[src/rtl/msb_scan_encoder.sv]
// msb_scan_encoder
//   Streaming set-bit enumerator. A WIDTH-bit word is accepted over an
//   input valid/ready handshake. The index of each of its set bits is then
//   emitted, one per beat, over an output valid/ready handshake. Indices come
//   highest-first by default, or lowest-first when LSB_FIRST = 1. An all-zero
//   word produces a single beat flagged with out_zero.
//
//   Optional build macro: MSB_SCAN_COUNT_EN adds out_count, the population
//   count of the loaded word, held for all beats of that word.
//
// Ports
//   clock      system clock, rising edge
//   reset      asynchronous, active-high reset
//   in_valid   data_in holds a word to load
//   in_ready   block is idle and can accept a word
//   data_in    word to scan (sampled only on the accept edge)
//   out_valid  out_index / out_last / out_zero are valid
//   out_ready  consumer accepts the current beat
//   out_index  index of the current priority set bit
//   out_last   current beat is the final beat of this word
//   out_zero   loaded word was all zeros (single beat, index 0)
//   busy       block is not idle
//   out_count  (MSB_SCAN_COUNT_EN only) set-bit count of the loaded word
module msb_scan_encoder #(
    parameter int WIDTH     = 8,
    parameter bit LSB_FIRST = 1'b0,
    localparam int IDXW     = $clog2(WIDTH)
) (
    input  logic             clock,
    input  logic             reset,
    input  logic             in_valid,
    output logic             in_ready,
    input  logic [WIDTH-1:0] data_in,
    output logic             out_valid,
    input  logic             out_ready,
    output logic [IDXW-1:0]  out_index,
    output logic             out_last,
    output logic             out_zero,
    output logic             busy
`ifdef MSB_SCAN_COUNT_EN
    ,
    output logic [IDXW:0]    out_count
`endif
);

    localparam logic [1:0] IDLE = 2'd0;
    localparam logic [1:0] SCAN = 2'd1;
    localparam logic [1:0] ZERO = 2'd2;

    localparam int CW = IDXW + 1;

    logic [1:0]       state;
    logic [WIDTH-1:0] shadow;
    logic             one_left;

    // Priority pick over the remaining bits. The loop order makes the last
    // hit win, so the scan direction selects highest- or lowest-first.
    function automatic logic [IDXW-1:0] pick(input logic [WIDTH-1:0] v);
        logic [IDXW-1:0] r;
        r = '0;
        if (LSB_FIRST != 1'b0) begin
            for (int i = WIDTH - 1; i >= 0; i--) begin
                if (v[i]) r = IDXW'(i);
            end
        end else begin
            for (int i = 0; i < WIDTH; i++) begin
                if (v[i]) r = IDXW'(i);
            end
        end
        return r;
    endfunction

`ifdef MSB_SCAN_COUNT_EN
    function automatic logic [CW-1:0] popcnt(input logic [WIDTH-1:0] v);
        logic [CW-1:0] c;
        c = '0;
        for (int i = 0; i < WIDTH; i++) begin
            c = c + CW'(v[i]);
        end
        return c;
    endfunction
`endif

    // Exactly one bit still set: clearing the lowest set bit leaves nothing.
    assign one_left = (shadow != '0) &&
                      ((shadow & (shadow - WIDTH'(1))) == '0);

    // Outputs are decoded purely from registered state and shadow.
    always_comb begin
        in_ready  = (state == IDLE);
        busy      = (state != IDLE);
        out_valid = (state != IDLE);
        out_zero  = (state == ZERO);
        out_index = '0;
        out_last  = 1'b0;
        if (state == SCAN) begin
            out_index = pick(shadow);
            out_last  = one_left;
        end else if (state == ZERO) begin
            out_last  = 1'b1;
        end
    end

    always_ff @(posedge clock or posedge reset) begin
        if (reset) begin
            state  <= IDLE;
            shadow <= '0;
        end else begin
            case (state)
                IDLE: begin
                    if (in_valid) begin
                        shadow <= data_in;
                        state  <= (data_in != '0) ? SCAN : ZERO;
                    end
                end
                SCAN: begin
                    if (out_ready) begin
                        shadow <= shadow & ~(WIDTH'(1) << out_index);
                        if (one_left) state <= IDLE;
                    end
                end
                ZERO: begin
                    if (out_ready) state <= IDLE;
                end
                default: state <= IDLE;
            endcase
        end
    end

`ifdef MSB_SCAN_COUNT_EN
    always_ff @(posedge clock or posedge reset) begin
        if (reset) begin
            out_count <= '0;
        end else if (state == IDLE && in_valid) begin
            out_count <= popcnt(data_in);
        end
    end
`endif

endmodule

[config.mk]
export PLATFORM = sky130hd
export DESIGN_NAME = msb_scan_encoder
export DESIGN_NICKNAME = d
export VERILOG_FILES = /design/src/rtl/msb_scan_encoder.sv
export SDC_FILE = /design/constraint.sdc
export NUM_CORES = 1
export LEC_CHECK = 0
export BUFFER_PORTS_ARGS = -buffer_cell sky130_fd_sc_hd__buf_4
export CORE_MARGIN = 2
export CORE_UTILIZATION = 44
export DETAILED_ROUTE_END_ITERATION = 12
export HOLD_SLACK_MARGIN = 0.08
export PLACE_DENSITY_LB_ADDON = 0.05
export SKIP_LAST_GASP = 1
export SLEW_MARGIN = 20
export SYNTH_ARGS = -nofsm -noshare
export SYNTH_HDL_FRONTEND = slang
export SYNTH_SLANG_ARGS = --single-unit
[constraint.sdc]
create_clock -name clock -period 2.89 [get_ports clock]
set_input_delay 0.289 -clock clock [delete_from_list [all_inputs] [get_ports clock]]
set_output_delay 0.289 -clock clock [all_outputs]
set_load 0.005 [all_outputs]
# == Word-level counts from Yosys, hierarchy flattened ==
# Index checks and enable logic that the tools add are counted.
# totals
in_bits,12
out_inout_bits,8
register_bits,10
word_cells,41
# classes
add_sub_neg,1
shifts,1
bitwise_logic,3
eq_ne,6
mux,19
n_reduce_logical,9
# op_table
op,count
two-way mux 3 bit,7
AND 8 bit,2
two-way mux 8 bit,2
one-hot mux 8 bit (2 select lines),1
nonzero test 8 bit,2
two-way mux 2 bit,5
zero test 8 bit,1
!= test 2 bit (second input constant),4
NOT 8 bit,1
<< shifter 1 x 3 -> 8 bit (first input constant),1
subtractor 8 x 1 -> 8 bit (second input constant),1
one-hot mux 2 bit (3 select lines),1
AND reduction 4 bit,1
nonzero test 2 bit,2
two-way mux 1 bit,3
AND reduction 3 bit,1
== test 2 x 1 -> 1 bit (second input constant),1
== test 2 bit (second input constant),1
zero test 2 bit,1
logical AND 1 bit,1

# == Logic depth before layout (Yosys ltp) ==
# logic_depth
word_depth,13
depth_mapped,6
ltp_nobuf,5

# == Worst setup path before layout ==
# OpenSTA, ideal clock, no wires.
# synth_path
path_kind,reg-to-output
startpoint,register shadow[7]
endpoint,output out_last
setup_slack_ns,1.174
arrival_ns,1.427
stages_incl_launch_ff,7
required_time_ns,2.601
n_path_buf,1
cell_sequence,dfrtp_1 -> buf_2 -> or4_1 -> a211oi_1 -> o31ai_1 -> nand3_1 -> nand2_1
# synth_via
elab_chain_cells,5
elab_cells_between_ends,6
classes_between,1 x add/sub; 1 x mux; 1 x bitwise; 3 x reduce/logical
# synth_rtl
item,line,source
from (decl),53,logic [WIDTH-1:0] shadow;
from (signal assigned),112,shadow <= data_in;
from (signal assigned),118,shadow <= shadow & ~(WIDTH'(1) << out_index);
subtractor 8 x 1 -> 8 bit,86,((shadow & (shadow - WIDTH'(1))) == '0);
AND 8 bit,86,
zero test 8 bit,86,
logical AND 1 bit *,85,assign one_left = (shadow != '0) &&
two-way mux 1 bit *,96,if (state == SCAN) begin
to (decl),37,"output logic out_last,"
# Every way passes the cells marked *; elsewhere a longest branch is shown, timed or not.

# == Worst setup path after layout ==
# layout_path
startpoint,register shadow[4]
endpoint,output out_last
# The elaborated chain is that of the path after synthesis.

==> metrics.txt <==
outcome finished, final reports clean; die area 1910 um2; final WL 1720 um; RSZ-0062 raised after global routing false; Synth Area per Inst 8.18 um2; simple-gate share of the synthesized area 26.8%; I/O pin count 20; diode count 0; Starting Density 46.7%; post-detail-place hpwl 1320 um; Synth Register Bits 10; critical path launch point type register; max frequency 0.457 GHz; nets@finish 116; synthesized area 696 um2; core area 1490 um2; total track usage 20.7%; Die W 43.8 um; commonest non-fill, non-tap cell in the layout buf_4; Setup TNS Final 0 ns; maxcap violations 0; Final Util 57.9%; Rows 14; CP max FO 10; Die H 43.8 um; Clock Latency Late Sink 0.27 ns; CP Capture Type output pin; mux cell area share after synthesis 1.44%; clock tree from TritonCTS built; H-tree levels 1; Slowest cell on crit path or4_1; total gr overflow 0; initial antenna violation count 0; clk buf depth 2; Antenna Violating Nets Remaining 0; clock slew at reported path FFs 0.07 ns; post-synthesis cell type count 34; Leak 0.416 nW; buffers plus inverters on the worst setup path 1; drt first pass iters 4; clock sink count 10; Pins Over Slew Limit 0; pin count of the biggest net entering global routing 11; first-pass GRT wire length 2950 um; post-synthesis sequential area ratio 36.0%; Crit Path Category reg2out; compound-gate portion of the synthesized area 29.5%; Worst path max stage delay 0.52 ns; commonest cells after routing, fill and taps aside buf_4, dfrtp_1, nor2_1, nand2_1, a22o_1; largest family of logic cells by synthesized area compound AO/OA/AOI/OAI gates; Synth Area in XOR/XNOR 0%; Setup Viol. Count Final 0; share of layout cells above drive strength 1 22.5%; vias after detailed routing 701; # port buffers 19; Num CTS Buffers 3; slew of the pin with the lowest slew margin 0.477 ns; Hold Vio Cnt, Final 0; arrival time worst endpoint 1.90 ns; Final Cycle Share 75.7%; DRT iter0 DRCs 15; vias in the first global route 674; Root Driver clkbuf_4; Data required, critical path 2.60 ns; post-route clock skew 0.00136 ns; synthesis warning total 0; area delta synth->final 23.9%; post-synthesis cell count 85; Period minus WS final 2.19 ns; vias per cell 5.94; VDD IR max 0.000664 V; Hold Crit Class in2reg; wire per inst 14.6 um; GPL Wtd Cong 0.910; CP cell instances or4_1 -> a211oi_1 -> o31ai_1 -> nand3_1 -> nand2_1 -> buf_4; adder-cell share of the synthesized area 0%; Slew Limit Headroom 67.9%; Synth Net Count 97; CP delay by family, top simple AND/OR/NAND/NOR gates; pwr/cell area 1060 nW/um2; DRC 0
[worst paths after layout]
kind	from	end	slack (ns)	cells after the start
max	shadow[4]$_DFFE_PP0P_	out_last	0.70	6
min	out_ready	state[1]$_DFFE_PP0P_	0.20	2
max reg2reg	shadow[4]$_DFFE_PP0P_	state[0]$_DFFE_PP0P_	1.21	4
min reg2reg	state[1]$_DFFE_PP0P_	state[0]$_DFFE_PP0P_	0.55	1
max in group asynchronous	reset	shadow[3]$_DFFE_PP0P_	2.04	3
min in group asynchronous	reset	state[1]$_DFFE_PP0P_	0.56	3
[per-stage QoR]
| stage | worst slack [ns] | instances | area [um2] | power (mW) | hold WS (ns) |
|---|---|---|---|---|---|
| final | 0.702 | 118 | 862 | 0.914 | 0.204 |
| after global routing | 0.581 | 118 | 862 | 1.00 | 0.208 |
| after CTS | 0.694 | 118 | 862 | 0.914 | 0.205 |
| after detailed placement | 0.990 | 114 | 830 | 0.812 | 0.303 |
| after global placement | 1.04 | 114 | 830 | 0.813 | 0.298 |
| after floorplan | 1.17 | 85 | 696 | 0.638 | 0.129 |
[worst reg2reg max path, cell delays in order (launching register included)]
cell      delay, ns
dfrtp_1        0.48
or4_1          0.52
a211oi_1       0.22
o31ai_1        0.12
a311oi_2       0.24
[layer usage]
metal / vias up / track usage, % / routed length, um
li1: 348 / - / -
met1: 320 / 29.0 / 843
met2: 29 / 31.8 / 726
met3: 4 / 5.00 / 126
met4: 0 / 5.45 / 28
met5: - / 0 / 0
[cell usage after synthesis]
cell / number / area (um2)
nor2_1: 9 / 33.8
buf_4: 1 / 7.51
nor4_1: 3 / 18.8
a221oi_1: 1 / 8.76
a311oi_2: 1 / 15.0
clkbuf_1: 3 / 11.3
o22ai_1: 1 / 6.26
o211ai_1: 1 / 7.51
or4_1: 1 / 7.51
dfrtp_1: 10 / 250
a22oi_1: 1 / 7.51
or2_1: 1 / 6.26
nor2b_1: 4 / 25.0
a31oi_1: 1 / 6.26
o21bai_1: 1 / 7.51
o31ai_1: 3 / 22.5
a21o_1: 2 / 15.0
o21a_1: 1 / 7.51
a21boi_0: 1 / 7.51
nor3b_1: 2 / 15.0
nand3_1: 2 / 10.0
nor3_1: 3 / 15.0
o31a_1: 1 / 8.76
a22o_1: 5 / 43.8
inv_1: 4 / 15.0
buf_2: 2 / 10.0
nand2_1: 8 / 30.0
and2_1: 1 / 6.26
a21oi_1: 3 / 15.0
o21ai_1: 2 / 10.0
mux2i_1: 1 / 10.0
a211oi_1: 1 / 7.51
a31o_1: 1 / 8.76
nand2b_1: 3 / 18.8
[where the power goes]
part | switching, mW | total, mW | leakage, nW | internal [mW]
Sequential | 0.0888 | 0.277 | 0.128 | 0.188
Combinational | 0.262 | 0.538 | 0.274 | 0.276
Clock | 0.0502 | 0.0985 | 0.0138 | 0.0482
[cell type report]
| cell class | count | area (um2) |
|---|---|---|
| Clock buffer | 3 | 22.5 |
| Tap cell | 16 | 20.0 |
| Fill cell | 143 | 627 |
| Multi-Input combinational cell | 65 | 402 |
| Sequential cell | 10 | 250 |
| Inverter | 4 | 15.0 |
| Timing Repair Buffer | 20 | 153 |
[flip-flops by register name, summed over array words and instances, names as in the netlist]
register	cells
shadow	8
state	2
[cells by family after synthesis]
| group | count (synthesis) |
|---|---|
| muxes | 1 |
| and+or+nand+nor | 37 |
| DFF | 10 |
| buffers and inverters | 10 |
| AOI/OAI and AO/OA | 27 |
[what timing repair did]
item                      4_1_cts  5_1_grt
hold endpoints to repair       10        0
hold buffers                    1        0
resized for setup               0        0
setup buffers                   0        0
Note: power is estimated with default switching activity, not from simulation.
